**config.mk**
```make
export PLATFORM = sky130hd
export DESIGN_NAME = kbd_scan_decoder_flat
export DESIGN_NICKNAME = d
export VERILOG_FILES = /design/src/rtl/kbd_scan_decoder_pkg.sv /design/src/rtl/kbd_scan_decoder_if.sv /design/src/rtl/kbd_ascii_rom.sv /design/src/rtl/kbd_scan_decoder.sv /design/src/flat_wrapper.sv
export SDC_FILE = /design/constraint.sdc
export NUM_CORES = 1
export LEC_CHECK = 0
export CAP_MARGIN = 20
export CORE_MARGIN = 2
export CORE_UTILIZATION = 45
export DETAILED_ROUTE_END_ITERATION = 10
export DONT_BUFFER_PORTS = 1
export PLACE_DENSITY = 0.72
export SLEW_MARGIN = 25
export SYNTH_ARGS = -nofsm -noshare
export SYNTH_HDL_FRONTEND = slang
export SYNTH_SLANG_ARGS = --single-unit
```
**constraint.sdc**
```tcl
create_clock -name clk -period 5.6 [get_ports clk]
set_input_delay 1.12 -clock clk [delete_from_list [all_inputs] [get_ports clk]]
set_output_delay 1.12 -clock clk [all_outputs]
set_load 0.05 [all_outputs]
```
**src/rtl/kbd_scan_decoder_pkg.sv**
```systemverilog
// Shared definitions for the PS/2 scan-code decoder slice.
//   state_t     : handshake FSM states (IDLE -> ACK -> PROC)
//   SC_EXT      : extended-key prefix byte
//   SC_BRK      : break (key release) prefix byte
//   SC_LSHIFT / SC_RSHIFT : left/right shift make codes
package kbd_pkg;

  typedef enum logic [1:0] {
    IDLE,
    ACK,
    PROC
  } state_t;

  localparam logic [7:0] SC_EXT    = 8'hE0;
  localparam logic [7:0] SC_BRK    = 8'hF0;
  localparam logic [7:0] SC_LSHIFT = 8'h12;
  localparam logic [7:0] SC_RSHIFT = 8'h59;

endpackage

```
**src/rtl/kbd_scan_decoder_if.sv**
```systemverilog
// Pop handshake between the PS/2 receiver FIFO and its consumer.
//   scan_code  : byte at the FIFO head, valid while ready=1
//   ready      : FIFO non-empty
//   nextdata_n : active-low pop strobe from the consumer
// master = receiver side, slave = decoder side.
interface kbd_scan_decoder_if;
  logic [7:0] scan_code;
  logic       ready;
  logic       nextdata_n;

  modport master (output scan_code, output ready, input nextdata_n);
  modport slave  (input scan_code, input ready, output nextdata_n);
endinterface

```
**src/rtl/kbd_ascii_rom.sv**
```systemverilog
// Combinational Set-2 scan code to ASCII table.
//   code  : scan code (make byte)
//   ext   : code was E0-prefixed; extended keys map to 0x00
//   shift : selects uppercase for letters
//   ascii : mapped character, 0x00 when unmapped
module kbd_ascii_rom (
  input  logic [7:0] code,
  input  logic       ext,
  input  logic       shift,
  output logic [7:0] ascii
);

  logic [7:0] lower;

  always_comb begin
    lower = '0;
    case (code)
      8'h1C: lower = "a";
      8'h32: lower = "b";
      8'h21: lower = "c";
      8'h23: lower = "d";
      8'h24: lower = "e";
      8'h2B: lower = "f";
      8'h34: lower = "g";
      8'h33: lower = "h";
      8'h43: lower = "i";
      8'h3B: lower = "j";
      8'h42: lower = "k";
      8'h4B: lower = "l";
      8'h3A: lower = "m";
      8'h31: lower = "n";
      8'h44: lower = "o";
      8'h4D: lower = "p";
      8'h15: lower = "q";
      8'h2D: lower = "r";
      8'h1B: lower = "s";
      8'h2C: lower = "t";
      8'h3C: lower = "u";
      8'h2A: lower = "v";
      8'h1D: lower = "w";
      8'h22: lower = "x";
      8'h35: lower = "y";
      8'h1A: lower = "z";
      default: lower = '0;
    endcase
  end

  always_comb begin
    ascii = '0;
    if (!ext) begin
      if (lower != '0) begin
        ascii = shift ? (lower - 8'h20) : lower;
      end else begin
        case (code)
          8'h45: ascii = "0";
          8'h16: ascii = "1";
          8'h1E: ascii = "2";
          8'h26: ascii = "3";
          8'h25: ascii = "4";
          8'h2E: ascii = "5";
          8'h36: ascii = "6";
          8'h3D: ascii = "7";
          8'h3E: ascii = "8";
          8'h46: ascii = "9";
          8'h29: ascii = 8'h20;
          8'h5A: ascii = 8'h0D;
          default: ascii = '0;
        endcase
      end
    end
  end

endmodule

```
**src/rtl/kbd_scan_decoder.sv**
```systemverilog
// Consumer stage for the PS/2 receiver FIFO: pops one byte per 3-cycle
// handshake, parses Set-2 make / F0 break / E0 extended sequences and
// tracks the held key, shift state and a key-press counter.
//   clk, rst_n : clock, asynchronous active-low reset
//   fifo       : receiver handshake (scan_code, ready in; nextdata_n out)
//   key_valid  : a non-shift key is held
//   key_code   : code of the held / last-held key
//   key_ext    : held key was E0-prefixed
//   key_ascii  : registered, shift-adjusted ASCII of key_code
//   shift      : either shift key held
//   key_count  : distinct key presses since reset (wraps)
module kbd_scan_decoder
  import kbd_pkg::*;
#(
  parameter int unsigned CNT_W = 8
) (
  input  logic             clk,
  input  logic             rst_n,
  kbd_scan_decoder_if.slave fifo,
  output logic             key_valid,
  output logic [7:0]       key_code,
  output logic             key_ext,
  output logic [7:0]       key_ascii,
  output logic             shift,
  output logic [CNT_W-1:0] key_count
);

  state_t     state;
  logic [7:0] byte_r;
  logic       nextdata_r;
  logic       brk;
  logic       ext;
  logic       lshift;
  logic       rshift;
  logic       key_match;
  logic [7:0] rom_ascii;

  assign fifo.nextdata_n = nextdata_r;

  // Same physical key as the one currently held (code and E0 prefix).
  assign key_match = (byte_r == key_code) && (ext == key_ext);

  always_ff @(posedge clk or negedge rst_n) begin
    if (!rst_n) begin
      state      <= IDLE;
      byte_r     <= '0;
      nextdata_r <= 1'b1;
      brk        <= 1'b0;
      ext        <= 1'b0;
      lshift     <= 1'b0;
      rshift     <= 1'b0;
      shift      <= 1'b0;
      key_valid  <= 1'b0;
      key_code   <= '0;
      key_ext    <= 1'b0;
      key_count  <= '0;
    end else begin
      case (state)
        IDLE: begin
          if (fifo.ready) begin
            byte_r     <= fifo.scan_code;
            nextdata_r <= 1'b0;
            state      <= ACK;
          end
        end
        ACK: begin
          nextdata_r <= 1'b1;
          state      <= PROC;
        end
        // The extra PROC cycle keeps ready/scan_code unsampled until the
        // receiver has advanced past the popped byte.
        PROC: begin
          state <= IDLE;
          if (byte_r == SC_EXT) begin
            ext <= 1'b1;
          end else if (byte_r == SC_BRK) begin
            brk <= 1'b1;
          end else if ((byte_r == SC_LSHIFT) || (byte_r == SC_RSHIFT)) begin
            if (byte_r == SC_LSHIFT) lshift <= ~brk;
            else                     rshift <= ~brk;
            // Registered shift reflects the post-update shift bits.
            shift <= ((byte_r == SC_LSHIFT) ? ~brk : lshift) |
                     ((byte_r == SC_RSHIFT) ? ~brk : rshift);
            brk <= 1'b0;
            ext <= 1'b0;
          end else if (brk) begin
            if (key_valid && key_match) key_valid <= 1'b0;
            brk <= 1'b0;
            ext <= 1'b0;
          end else begin
            // A matching make while held is typematic repeat: ignored.
            if (!(key_valid && key_match)) begin
              key_code  <= byte_r;
              key_ext   <= ext;
              key_valid <= 1'b1;
              key_count <= key_count + CNT_W'(1);
            end
            ext <= 1'b0;
          end
        end
        default: state <= IDLE;
      endcase
    end
  end

  kbd_ascii_rom u_rom (
    .code  (key_code),
    .ext   (key_ext),
    .shift (shift),
    .ascii (rom_ascii)
  );

  always_ff @(posedge clk or negedge rst_n) begin
    if (!rst_n) key_ascii <= '0;
    else        key_ascii <= rom_ascii;
  end

endmodule

```
**src/flat_wrapper.sv**
```systemverilog
// flat-port wrapper written by rule: the top's interface ports become plain ports
module kbd_scan_decoder_flat import kbd_pkg::*;
#(
  parameter int unsigned CNT_W = 8
)
  (clk, rst_n, key_valid, key_code, key_ext, key_ascii, shift, key_count, fifo_scan_code, fifo_ready, fifo_nextdata_n);
  kbd_scan_decoder_if fifo_i ();
  input  logic clk;
  input  logic rst_n;
  output logic key_valid;
  output logic [7:0] key_code;
  output logic key_ext;
  output logic [7:0] key_ascii;
  output logic shift;
  output logic [CNT_W-1:0] key_count;
  input wire logic [$bits(fifo_i.scan_code)-1:0] fifo_scan_code;
  input wire logic [$bits(fifo_i.ready)-1:0] fifo_ready;
  output wire logic [$bits(fifo_i.nextdata_n)-1:0] fifo_nextdata_n;
  assign fifo_i.scan_code = fifo_scan_code;
  assign fifo_i.ready = fifo_ready;
  assign fifo_nextdata_n = fifo_i.nextdata_n;
  kbd_scan_decoder #(.CNT_W(CNT_W)) u_core (.clk(clk), .rst_n(rst_n), .fifo(fifo_i), .key_valid(key_valid), .key_code(key_code), .key_ext(key_ext), .key_ascii(key_ascii), .shift(shift), .key_count(key_count));
endmodule
```
==> flow_summary_export.csv <==
group,metric,value,unit
run_status,status,"completed",
sta,setup_violations,0,
yosys,syn-mean-instance-area,9.76,um2
die,fp.dieH,84.7,um
sta,min_period_over_period,0.630,
die,num_rows,29,
detailed_routing,finalWirelength,5.93,mm
yosys,ys.flop_type,"dfrtp_1",
layout,layout-drive-gt1-share,0.128,
layout,fin_cells,367,
layout,multi_input_area,1660,um2
yosys,ys_seq_elements,42,
power_and_ir_drop,p_per_area,621,nW/um2
global_routing,antenna_found_initial,0,
setup_path,worst_setup_path_start_kind,"flop",
global_routing,grt_pass1_wl,10.3,mm
layout,final_nets,310,
clocking,clk_pin_slew,0.08,ns
clocking,numCtsBuffers,5,
yosys,synthesis.nets,321,
die,die_w,84.7,um
layout,final_cell_mix,"41 x dfrtp_1, 17 x nand2_1, 16 x nand2b_1",
worst_hold_path,hold_path.class,"flop to flop",
sta,rsz0062_at_grt,"false",
power_and_ir_drop,leakagePower,0.00121,uW
clocking,clockBufferDepth,2,
place,io_buffer_count,0,
detailed_routing,routed-via-count,2179,
layout,finish.utilization,0.475,
yosys,ys_seq_area_frac,0.359,
detailed_routing,drc_errors,0,
yosys,async_reset_ff_frac,1.00,
die,die_area,7170,um2
yosys,synth_edf_count,0,
layout,final_common_cell,"dfrtp_1",
yosys,synth_warnings,0,
detailed_routing,detail_route.wl_per_cell,16.2,um
die,start_util,0.464,
sta,fin_tns_setup,0,ns
setup_path,required,5.78,ns
layout,diodes,0,
clocking,cts_root_buf,"clkbuf_8",
clocking,cts_resized,0,
global_routing,grt_max_degree,43,
yosys,yosysUniqueCellTypes,67,
run,maxCapViolCount,0,
detailed_routing,antenna_left,0,
sta,max-slew-margin-rel,0.375,
clocking,cts_tree,"yes",
sta,tightest_slew,0.937,ns
global_routing,grt_pass1_vias,2150,
die,io_pins,39,
layout,nFillCells,613,
layout,seq_area,1050,um2
clocking,cts.sinks,42,
sta,finalMaxSlewViolations,0,
clocking,holdBufCountCts,0,
die,core_area,6310,um2
global_routing,overflow,0,
setup_path,worst_ep_arrival_time,3.70,ns
power_and_ir_drop,vdd_ir_drop_max,0.000335,V
place,dpl.cell_count,359,
clocking,cts.htree.levels,2,
place,post-dp-hpwl,4.32,mm
sta,fin_skew,0.00617,ns
sta,finalHoldViolCount,0,
layout,area_delta_synth_final,2.43,%
setup_path,crit_fanout,16,
place,routabilityCongestion,0.867,
sta,period_minus_slack,3.53,ns
sta,fmax,0.283,GHz
detailed_routing,drt-initial-drc-count,212,
setup_path,crit_type,"flop to flop",
clocking,cts_setup_buffers,0,
clocking,clock_latency,0.29,ns
yosys,synthCells,300,
setup_path,end_kind,"flop",
detailed_routing,via_per_inst,5.94,
yosys,syn_area,2930,um2
global_routing,grt_usage,0.174,
detailed_routing,drt_pass1_iterations,5,
[state kept, by name (all words and copies together) (netlist names)]
signal / cells
u_core.key_valid: 1
u_core.key_ascii: 8
u_core.state: 2
u_core.byte_r: 8
u_core.fifo.nextdata_n: 1
u_core.key_ext: 1
u_core.lshift: 1
u_core.brk: 1
u_core.shift: 1
u_core.ext: 1
u_core.key_code: 8
u_core.key_count: 8
u_core.rshift: 1
[stage by stage]
step           instance area (um2)  setup slack (ns)  power (uW)  hold WS, ns
2_1_floorplan                 2930              2.68        1520        0.448
3_3_place_gp                  2890              2.23        1620        0.468
3_5_place_dp                  2890              2.10        1640        0.470
4_1_cts                       3000              2.08        1870        0.489
5_1_grt                       3000              1.80        2000        0.499
6_report                      3000              2.07        1860        0.486
[synthesized netlist by cell type (2+ instances only)]
cell / instances / area [um2]
o22ai_1: 2 / 12.5
buf_6: 5 / 56.3
nor2_1: 15 / 56.3
buf_8: 2 / 30.0
nor4_1: 2 / 12.5
inv_1: 11 / 41.3
a41oi_1: 2 / 17.5
mux2i_1: 6 / 60.1
or4_1: 5 / 37.5
nand4_1: 4 / 25.0
mux2_2: 11 / 124
mux2_1: 6 / 67.6
nor2b_1: 8 / 50.1
a31oi_1: 5 / 31.3
nor4b_1: 4 / 35.0
a211oi_1: 5 / 37.5
o211ai_1: 2 / 15.0
a32oi_1: 2 / 17.5
nor3_1: 12 / 60.1
buf_4: 5 / 37.5
nand2_1: 17 / 63.8
nor3b_1: 5 / 37.5
buf_2: 6 / 30.0
a21boi_0: 4 / 30.0
ha_1: 10 / 125
dfrtp_1: 41 / 1030
o21a_1: 3 / 22.5
nand2b_1: 16 / 100
xor2_1: 13 / 114
nand3b_1: 6 / 45.0
clkbuf_1: 4 / 15.0
o21ai_0: 12 / 60.1
or2_2: 2 / 12.5
a21oi_1: 8 / 40.0
xnor2_1: 3 / 26.3
nand3_1: 5 / 25.0
[cell type report]
class / instances / share of cell area
Sequential cell: 42 / 0.351
Inverter: 12 / 0.0150
Clock inverter: 2 / 0.0125
Timing Repair Buffer: 5 / 0.0125
Clock buffer: 6 / 0.0242
Multi-Input combinational cell: 223 / 0.553
Tap cell: 77 / 0.0321
[worst max-delay path: stages, from the launching register on]
cell	delay, ns
dfrtp_1	0.96
inv_1	0.27
ha_1	0.47
mux4_2	0.53
nand2b_1	0.15
o41ai_1	0.12
o211ai_1	0.22
nor3_1	0.32
mux2_2	0.37
[logic make-up after synthesis]
group           after synthesis  synth area share
buf+inv                      35            0.0743
compound gates               60             0.149
flops                        42             0.359
simple gates                111             0.220
mux                          26             0.106
xor+xnor                     16            0.0478
fa+ha+maj                    10            0.0427
[final timing paths]
| check | endpoint | depth (start not counted) | slack (ns) | start |
|---|---|---|---|---|
| worst max-delay path | u_core.key_ascii[5] | 8 | 2.07 | u_core.key_code[1] |
| worst min-delay path | u_core.rshift | 2 | 0.49 | u_core.rshift |
| max in group asynchronous | u_core.fifo.nextdata_n | 0 | 4.90 | rst_n |
| worst max register to register | u_core.key_ascii[5] | 8 | 2.07 | u_core.key_code[1] |
| min in group asynchronous | u_core.key_code[4] | 0 | 0.52 | rst_n |
| worst min register to register | u_core.rshift | 2 | 0.49 | u_core.rshift |
[layer usage]
| layer | wire, um | GRT usage |
|---|---|---|
| met1 | 2600 | 0.234 |
| met2 | 2880 | 0.278 |
| met3 | 370 | 0.0442 |
| met4 | 76 | 0.0505 |
| met5 | 0 | 0 |
[power by group]
part	leakage [uW]	internal (uW)	switching, uW	total (uW)
combinational	0.000634	360	481	841
sequential	0.000529	397	394	791
clock	0.0000514	133	99.5	232
(Power assumes the default switching activity.)
